**config.mk**
```make
export PLATFORM = sky130hd
export DESIGN_NAME = fdiv_issue_ctrl
export DESIGN_NICKNAME = d
export VERILOG_FILES = /design/src/rtl/fdiv_issue_ctrl.sv
export SDC_FILE = /design/constraint.sdc
export NUM_CORES = 1
export LEC_CHECK = 0
export BUFFER_PORTS_ARGS = -buffer_cell sky130_fd_sc_hd__buf_2
export CORE_MARGIN = 3
export CORE_UTILIZATION = 42
export CTS_CLUSTER_DIAMETER = 120
export DETAILED_ROUTE_END_ITERATION = 10
export GPL_TIMING_DRIVEN = 0
export PLACE_DENSITY = 0.65
export SYNTH_ARGS = -nofsm -noshare
export SYNTH_HDL_FRONTEND = slang
export SYNTH_SLANG_ARGS = --single-unit
```
**constraint.sdc**
```tcl
create_clock -name clk -period 7.28 [get_ports clk]
set_input_delay 1.092 -clock clk [delete_from_list [all_inputs] [get_ports clk]]
set_output_delay 1.092 -clock clk [all_outputs]
set_load 0.02 [all_outputs]
```
**src/rtl/fdiv_issue_ctrl.sv**
```systemverilog
// Issue/collect front end for a fixed-latency, non-stallable FP32 divider.
// Latency: accept -> result visible at the FIFO head LATENCY edges later.
// Backpressure: out_ready stalls the FIFO; occupancy credits then close in_ready.

// In-order first-word-fall-through result buffer with circular pointers.
// Latency: a write is visible at the head on the following cycle.
// Backpressure: rd_rdy pops the head; writes are only accepted while not full.
module fdiv_res_fifo #(
  parameter int W     = 37,
  parameter int DEPTH = 4
) (
  input  logic         clk,
  input  logic         rst,
  input  logic         wr_vld,
  input  logic [W-1:0] wr_dat,
  output logic         rd_vld,
  input  logic         rd_rdy,
  output logic [W-1:0] rd_dat
);
  localparam int AW    = (DEPTH > 1) ? $clog2(DEPTH) : 1;
  localparam int CNT_W = $clog2(DEPTH + 1);

  logic [W-1:0]     mem [DEPTH];
  logic [AW-1:0]    wr_ptr;
  logic [AW-1:0]    rd_ptr;
  logic [CNT_W-1:0] cnt;
  logic             full;
  logic             empty;
  logic             do_wr;
  logic             do_rd;

  assign full   = (cnt == CNT_W'(DEPTH));
  assign empty  = (cnt == '0);
  assign do_wr  = wr_vld && !full;
  assign do_rd  = rd_rdy && !empty;
  assign rd_vld = !empty;
  assign rd_dat = mem[rd_ptr];

  // Storage is cleared on reset so the head reads as zero afterwards.
  always_ff @(posedge clk) begin
    if (rst) begin
      wr_ptr <= '0;
      rd_ptr <= '0;
      cnt    <= '0;
      for (int i = 0; i < DEPTH; i++) begin
        mem[i] <= '0;
      end
    end else begin
      if (do_wr) begin
        mem[wr_ptr] <= wr_dat;
        wr_ptr      <= wr_ptr + AW'(1);
      end
      if (do_rd) begin
        rd_ptr <= rd_ptr + AW'(1);
      end
      case ({do_wr, do_rd})
        2'b10:   cnt <= cnt + CNT_W'(1);
        2'b01:   cnt <= cnt - CNT_W'(1);
        default: cnt <= cnt;
      endcase
    end
  end
endmodule

module fdiv_issue_ctrl #(
  parameter int LATENCY = 7,
  parameter int DEPTH   = 4,
  parameter int TAG_W   = 4
) (
  input  logic             clk,
  input  logic             rst,
  input  logic             in_valid,
  output logic             in_ready,
  input  logic [31:0]      in_x1,
  input  logic [31:0]      in_x2,
  input  logic [TAG_W-1:0] in_tag,
  output logic [31:0]      div_x1,
  output logic [31:0]      div_x2,
  input  logic [31:0]      div_y,
  output logic             out_valid,
  input  logic             out_ready,
  output logic [31:0]      out_y,
  output logic [TAG_W-1:0] out_tag,
  output logic             out_dz,
  output logic             idle
);
  localparam int OCC_W = $clog2(DEPTH + 1);

  typedef struct packed {
    logic [31:0]      y;
    logic [TAG_W-1:0] tag;
    logic             dz;
  } res_t;

  logic [OCC_W-1:0]   occ;
  logic               accept;
  logic               pop;
  logic [LATENCY-1:0] pipe_vld;
  logic [LATENCY-1:0] pipe_dz;
  logic [TAG_W-1:0]   pipe_tag [LATENCY];
  res_t               wr_dat;
  res_t               rd_dat;

  assign div_x1   = in_x1;
  assign div_x2   = in_x2;
  assign in_ready = !rst && (occ < OCC_W'(DEPTH));
  assign accept   = in_valid && in_ready;
  assign pop      = out_valid && out_ready;
  assign idle     = (occ == '0);

  // Every accepted op holds a FIFO slot from issue until pop, so the
  // divider can never deliver into a full buffer.
  always_ff @(posedge clk) begin
    if (rst) begin
      occ <= '0;
    end else begin
      case ({accept, pop})
        2'b10:   occ <= occ + OCC_W'(1);
        2'b01:   occ <= occ - OCC_W'(1);
        default: occ <= occ;
      endcase
    end
  end

  always_ff @(posedge clk) begin
    if (rst) begin
      pipe_vld <= '0;
    end else begin
      pipe_vld <= {pipe_vld[LATENCY-2:0], accept};
    end
  end

  // Sideband only matters where the matching valid bit is set.
  always_ff @(posedge clk) begin
    pipe_tag[0] <= in_tag;
    pipe_dz     <= {pipe_dz[LATENCY-2:0], (in_x2[30:23] == 8'h00)};
    for (int i = 1; i < LATENCY; i++) begin
      pipe_tag[i] <= pipe_tag[i-1];
    end
  end

  assign wr_dat.y   = div_y;
  assign wr_dat.tag = pipe_tag[LATENCY-1];
  assign wr_dat.dz  = pipe_dz[LATENCY-1];

  fdiv_res_fifo #(
    .W     ($bits(res_t)),
    .DEPTH (DEPTH)
  ) u_res_fifo (
    .clk    (clk),
    .rst    (rst),
    .wr_vld (pipe_vld[LATENCY-1]),
    .wr_dat (wr_dat),
    .rd_vld (out_valid),
    .rd_rdy (out_ready),
    .rd_dat (rd_dat)
  );

  assign out_y   = rd_dat.y;
  assign out_tag = rd_dat.tag;
  assign out_dz  = rd_dat.dz;
endmodule

```
* Yosys cells after proc, flatten, opt, wreduce, memory -nomap -nowiden
Memory sizes are Yosys's and may differ from the RTL's. A register that Yosys moved wholly into a read port is not among the register bits.
Cells that the tools add are included.
** Operators by class
- Add/subtract/negate cells :: 6
- Order comparisons :: 1
- Equal/unequal tests :: 5
- Mux-type cells :: 12
- Reductions and logical operators :: 13
** Operators by type and width (number)
- 2-to-1 mux 37 bit :: 1
- OR reduction 37 bit :: 1
- case mux 3 bit (2 select lines) :: 2
- logical NOT 8 bit :: 1
- adder 3 x 1 -> 3 bit, second input constant :: 2
- logical NOT 3 bit :: 2
- 2-to-1 mux 1 bit :: 6
- 2-to-1 mux 2 bit :: 3
- subtractor 3 x 1 -> 3 bit, second input constant :: 2
- adder 2 x 1 -> 2 bit, second input constant :: 2
- equality test 2 x 1 -> 1 bit, second input constant :: 2
- equality test 2 bit, second input constant :: 2
- logical AND 1 bit :: 4
- nonzero test 2 bit :: 2
- equality test 3 bit, second input constant :: 1
- logical NOT 1 bit :: 3
- less-than comparator 3 bit, second input constant :: 1
** Word-level totals
- Register bits after elaboration :: 24
- RAM bits :: 176
- Logic and storage cells :: 45
- Memories kept :: 2
** Memory list
- u_res_fifo.mem :: depth 4, width 37, read ports 1, clocked after Yosys merged registers in 1, write ports 4, line 23 : logic [W-1:0] mem [DEPTH];
- pipe_tag :: depth 7, width 4, read ports 7, clocked after Yosys merged registers in 0, write ports 7, line 100 : logic [TAG_W-1:0] pipe_tag [LATENCY];

* Longest topological paths before layout
Gate-level depths: netlist of run 1.
- Depth after elaboration :: 8
- Gate-level depth with buffers :: 10

* Modules after synthesis
A second synthesis of run 1 with hierarchy kept.
** Unflattened totals
- Cells, all modules :: 545
- Area total of the unflattened synthesis :: 8431.8 um2
** By module, submodules not included
- fdiv_res_fifo :: times used 1, cells an instance 407, area an instance 6870.3 um2, sequential area each 4624.4 um2
- fdiv_issue_ctrl :: times used 1, cells an instance 138, area an instance 1561.5 um2, sequential area each 900.9 um2

* Worst setup path before layout of run 1
No wires, ideal clock.
- Kind :: input to register
- Start :: input port rst
- End :: memory u_res_fifo.mem[0][0] (enable)
- Library setup time :: 483 ps
- Arrival :: 4114 ps
- Slack :: 2683 ps
- Stages on the path :: 2
- Buffers on the path :: 0
- Cell sequence :: or3_1 -> o21ai_0
** RTL lines
- from (decl) :: line 71 : input logic rst,
- to (decl) :: line 23

==> qor.txt, run 1 <==
Clock power frac: 41.4%
first-pass GRT wire length: 27.8 mm
clk_skew: 15.8 ps
net count after synthesis: 652
#FFs+latches synth: 202
total number of vias: 4808
antenna violations before repair: 1
Reg power frac: 52.0%
peak supply drop: 0.000149 V
Slew HR: 41.1%
crit path launch type: flip-flop
vias in the first global route: 5321
CTS resizes: 0
Max clock buf depth: 3
Sw Ratio: 21.3%
Die Span Y: 147 um
# DRC: 0
CP cell instances: clkbuf_2 -> buf_1 -> mux4_2 -> buf_2
Leak: 0.00417 uW
distinct cell type count after synthesis: 35
routability cong.: 0.828
Final Slew Violations: 0
synthesized area: 8390 um^2
DRT Wirelength: 17.6 mm
Die W: 147 um
gr usage total: 16.3%
total congestion overflow: 0
Mean Syn Cell Area: 15.4 um^2
clock transition at the registers of the reported paths: 60 ps
worst slew pin tran: 883 ps
placed cells: 965
RSZ-0062 raised after global routing: false
commonest non-fill, non-tap cell in the layout: buf_2
sequential share of the synthesized area: 65.9%
synthesis-to-finish area growth: 22.8%
Setup Fix Bufs, Post-CTS: 0
CORE AREA: 19500 um^2
overall power: 2460 uW
Final HPWL DP: 12.3 mm
largest net degree at the start of global routing: 23
Final nets: 832
Max Cap Viol: 0
number of setup violations in the final report: 0
CTS Sinks: 202
PwrDens: 239 nW/um^2
Antenna Violating Nets Remaining: 0
input/output buffers: 151
Syn. warnings: 0
drt first pass iters: 4
final setup TNS: 0 ps
Hold WC Path Type: flip-flop to flip-flop
status: completed
Crit Path Max Fanout: 10
Root Driver: clkbuf_16
TritonCTS clock tree: yes
Mapped Cells: 544
Row Count: 51
layout cells sized above 1: 42.6%
Max Freq: 0.299 GHz
DRT iter0 DRCs: 218
Crit-path slowest cell: buf_1
Int Power: 1940 uW
crit share post-route: 46.0%
fin crit period: 3350 ps
family with the most delay on the worst path: buffers and inverters
Vias/cell: 4.78
DIE AREA: 21700 um^2
WL/cell: 17.5 um
Final Core Density: 52.7%
most frequent cells in the layout: 155 x buf_2, 149 x and2_1, 148 x edfxtp_1
WHS: 314 ps
Crit path largest cell delay: 560 ps
# diodes: 0
Crit Path Class: flip-flop to output port
Initial Utilization: 43.0%
Hold Buf Count CTS: 0
critical path endpoint category: output port
CTS H-tree depth: 1
Clk Latency, worst-skew pair: 490 ps
Non-Filler Instances: 1005
CP arrival: 2260 ps
endpoints failing hold: 0
Switch Pwr: 524 uW
Ports: 208
Num CTS Buffers: 22
combinational share of power: 6.6%
Worst Path Buf+Inv: 3
required time of the worst setup path: 6190 ps
worst register-to-register path, stage by stage, from the launching register on:
cell	delay, ps
dfxtp_1	400
nor3b_4	510
nand2b_1	380
ha_1	260
inv_1	70
fa_1	380
xor2_1	160
or3_1	310
a21oi_1	140
registers in the layout (all words and copies together), names as in the netlist, named ones only:
register           count
occ                    3
u_res_fifo.cnt         3
u_res_fifo.mem       148
pipe_dz                7
u_res_fifo.rd_ptr      2
pipe_vld               7
u_res_fifo.wr_ptr      2
pipe_tag              28
area by class of cell:
cell class              count  area (um^2)
clock inverters            10         47.5
fillers                  1632         9230
multi-input cells         246         2250
inverters                   9         33.8
plain buffers              87          618
repair buffers            156          871
clock buffers              30          623
well taps                 265          332
flip-flops and latches    202         5530
Yosys cell counts, drive strengths merged:
library cell	instances	area share (%)
nand2	2	0.090
o311ai	1	0.10
and2	149	11
nor2	13	0.58
nor3	3	0.37
clkbuf	11	0.55
or4	2	0.18
mux2	1	0.13
nor2b	7	0.52
dfxtp	54	13
a21oi	4	0.24
buf	76	6.8
xor2	5	0.52
inv	9	0.40
mux4	37	9.9
fa	2	0.48
nor3b	1	0.22
ha	2	0.30
or3	4	0.30
a21o	1	0.090
o31ai	1	0.090
xnor2	1	0.10
o21bai	1	0.090
nor4	2	0.40
nand2b	2	0.15
edfxtp	148	53
o31a	1	0.10
o21ai	4	0.24
through the flow:
step	instance area (um^2)	setup slack [ps]
3_3_place_gp	9480	364
6_report	10300	3930
2_1_floorplan	8390	2680
3_5_place_dp	9630	4020
4_1_cts	10300	3880
5_1_grt	10300	3820
final timing paths:
path                                         from           endpoint  slack, ps  cells past startpoint
worst min register to register     pipe_tag[2][3]     pipe_tag[3][3]        310                      0
worst min-delay path               pipe_tag[2][3]     pipe_tag[3][3]        310                      0
worst max register to register  u_res_fifo.cnt[2]  u_res_fifo.cnt[2]       4610                      8
worst max-delay path                    flip-flop          out_y[25]       3930                      4
logic make-up after synthesis:
| kind of cell | share of synthesized area, % |
|---|---|
| AO/OA/AOI/OAI | 0.955 |
| XOR/XNOR | 0.626 |
| adder cells (fa/ha/maj) | 0.776 |
| buffers and inverters | 7.77 |
| flip-flops | 65.9 |
| multiplexers | 10.1 |
| AND/OR/NAND/NOR | 13.9 |
metal layers:
layer	track usage (%)	share of wire, %	up-vias
met2	30.7	54	204
met3	3.18	6.4	28
li1	-	-	2231
met5	0	0.074	-
met4	3.08	1.6	2
met1	19.5	38	2343
power groups by stage:
stage | clock network (uW) | registers (uW) | logic [uW]
2_1_floorplan | 0 | 1300 | 96.6
3_3_place_gp | 0 | 1310 | 154
3_5_place_dp | 0 | 1300 | 165
4_1_cts | 1050 | 1280 | 166
5_1_grt | 1100 | 1280 | 175
6_report | 1020 | 1280 | 163
Power figures use the tool's default switching activity.
==> run 2, diff against run 1 <==
- PLACE_DENSITY: 0.65 -> 0.68
- clock period: 7.28 -> 2.9 ns (I/O delays scaled with it)
==> run 2 against run 1 <==
Compared with the run above: cell count hardly changed; sequential power grew to 2.5 times the previous value; critical endpoint is now out_y[0]; hold slack worse by 270 ps; largest power group unchanged; cell area is 0.28% lower.
==> qor.txt, run 2 (same netlist as run 1, synthesis figures left out) <==
status: completed
vias in the first global route: 5334
drt first pass iters: 4
final worst slack: 200 ps
Max Freq: 0.370 GHz
Vias/cell: 4.84
Final nets: 832
synthesis-to-finish area growth: 22.4%
Die W: 147 um
Initial Utilization: 43.0%
hold_sp: in_tag[2]
combinational share of power: 6.7%
Slew HR: 45.9%
commonest non-fill, non-tap cell in the layout: buf_2
TritonCTS clock tree: yes
total congestion overflow: 0
Setup Fix Bufs, Post-CTS: 0
Largest regs: u_res_fifo.mem x148, pipe_tag x28
Hold Path End: pipe_tag[0][2]
Sw Ratio: 21.8%
endpoints failing hold: 0
DP Area: 9620 um^2
DIE AREA: 21700 um^2
r2r worst-path depth: 8
Max Cap Viol: 0
Row Count: 51
largest net degree at the start of global routing: 25
required time of the worst setup path: 2470 ps
clk_skew: 14.0 ps
Final Slew Violations: 0
CORE AREA: 19500 um^2
crit share post-route: 93.1%
Crit Path Max Fanout: 10
clock transition at the registers of the reported paths: 60 ps
Largest register FFs: 148
first-pass GRT wire length: 28.1 mm
number of setup violations in the final report: 0
CTS resizes: 0
input/output buffers: 151
RSZ-0062 raised after global routing: false
Final HPWL DP: 12.2 mm
Hold WC Path Type: primary input to flip-flop
critical path endpoint category: output port
CTS Sinks: 202
Multi-input gate area: 2250 um^2
CTS H-tree depth: 1
worst slew pin tran: 812 ps
DRT iter0 DRCs: 271
Antenna Violating Nets Remaining: 0
DRT Wirelength: 17.9 mm
total number of vias: 4864
hold path depth: 1
Max clock buf depth: 3
Reg power frac: 52.2%
Root Driver: clkbuf_16
Clock power frac: 41.1%
CP arrival: 2270 ps
Ports: 208
pre-CTS setup slack: 230 ps
Die Span Y: 147 um
crit path launch type: flip-flop
Leak: 0.00415 uW
peak supply drop: 0.000422 V
antenna violations before repair: 2
routability cong.: 0.860
WL/cell: 17.8 um
Crit Path Class: flip-flop to output port
R2R Path End: u_res_fifo.cnt[2]
# DRC: 0
Num CTS Buffers: 22
register area: 5530 um^2
layout cells sized above 1: 42.4%
most frequent cells in the layout: 155 x buf_2, 149 x and2_1, 148 x edfxtp_1
Fill cells: 1636
R2R Setup Slk: 220 ps
PwrDens: 598 nW/um^2
Hold Buf Count CTS: 0
Largest Register: u_res_fifo.mem
gr usage total: 16.4%
reg-to-reg startpoint: u_res_fifo.cnt[2]
Switch Pwr: 1340 uW
Clk Latency, worst-skew pair: 500 ps
final instance area: 10300 um^2
Int Power: 4810 uW
fin crit period: 2700 ps
==> run 2: routing by layer <==
layer	vias to the layer above	wire, um	GRT usage, %
li1	2216	-	-
met1	2395	6720	19.2
met2	218	9590	30.9
met3	33	1110	3.33
met4	2	482	4.19
met5	-	13	0
==> run 2: power by group through the flow <==
stage          clock network [uW]  logic [uW]  registers (uW)
2_1_floorplan                   0         244            3270
3_3_place_gp                    0         392            3270
3_5_place_dp                    0         415            3270
4_1_cts                      2590         417            3210
5_1_grt                      2700         438            3220
6_report                     2520         409            3210
==> run 2: worst max-delay path, cell delays in order, from the launching register on <==
cell	delay [ps]
dfxtp_1	300
clkbuf_2	280
clkbuf_1	550
mux4_2	450
buf_2	180
==> run 2: through the flow <==
stage / hold WS (ps) / utilization, % / setup TNS [ps] / instances / power [uW]
2_1_floorplan: 310 / - / -0.320 / 544 / 3510
6_report: 42.4 / 52.6 / 0 / 1004 / 6140
3_3_place_gp: 311 / 48.6 / -132100 / 960 / 3670
3_5_place_dp: 312 / 49.2 / 0 / 965 / 3690
4_1_cts: 17.2 / 52.6 / 0 / 1003 / 6220
5_1_grt: 17.2 / 52.6 / 0 / 1004 / 6360
==> run 2: worst max-delay path by stage <==
stage / start / endpoint / cells after the start
after global placement: u_res_fifo.cnt[0] / u_res_fifo.mem[2][18] / 3
final: flip-flop / out_y[0] / 4
after floorplan: u_res_fifo.cnt[0] / u_res_fifo.mem[2][0] / 3
after global routing: u_res_fifo.cnt[2] / u_res_fifo.cnt[2] / 8
after detailed placement: u_res_fifo.cnt[2] / u_res_fifo.cnt[2] / 8
after CTS: flip-flop / out_y[26] / 4
==> run 2: area by class of cell <==
| class | count | area share (%) |
|---|---|---|
| Tap cell | 265 | 3.23 |
| Multi-Input combinational cell | 246 | 21.9 |
| Buffer | 87 | 6.02 |
| Clock inverter | 12 | 0.634 |
| Inverter | 9 | 0.329 |
| Antenna cell | 1 | 0.0244 |
| Sequential cell | 202 | 53.8 |
| Clock buffer | 26 | 5.71 |
| Timing Repair Buffer | 156 | 8.36 |
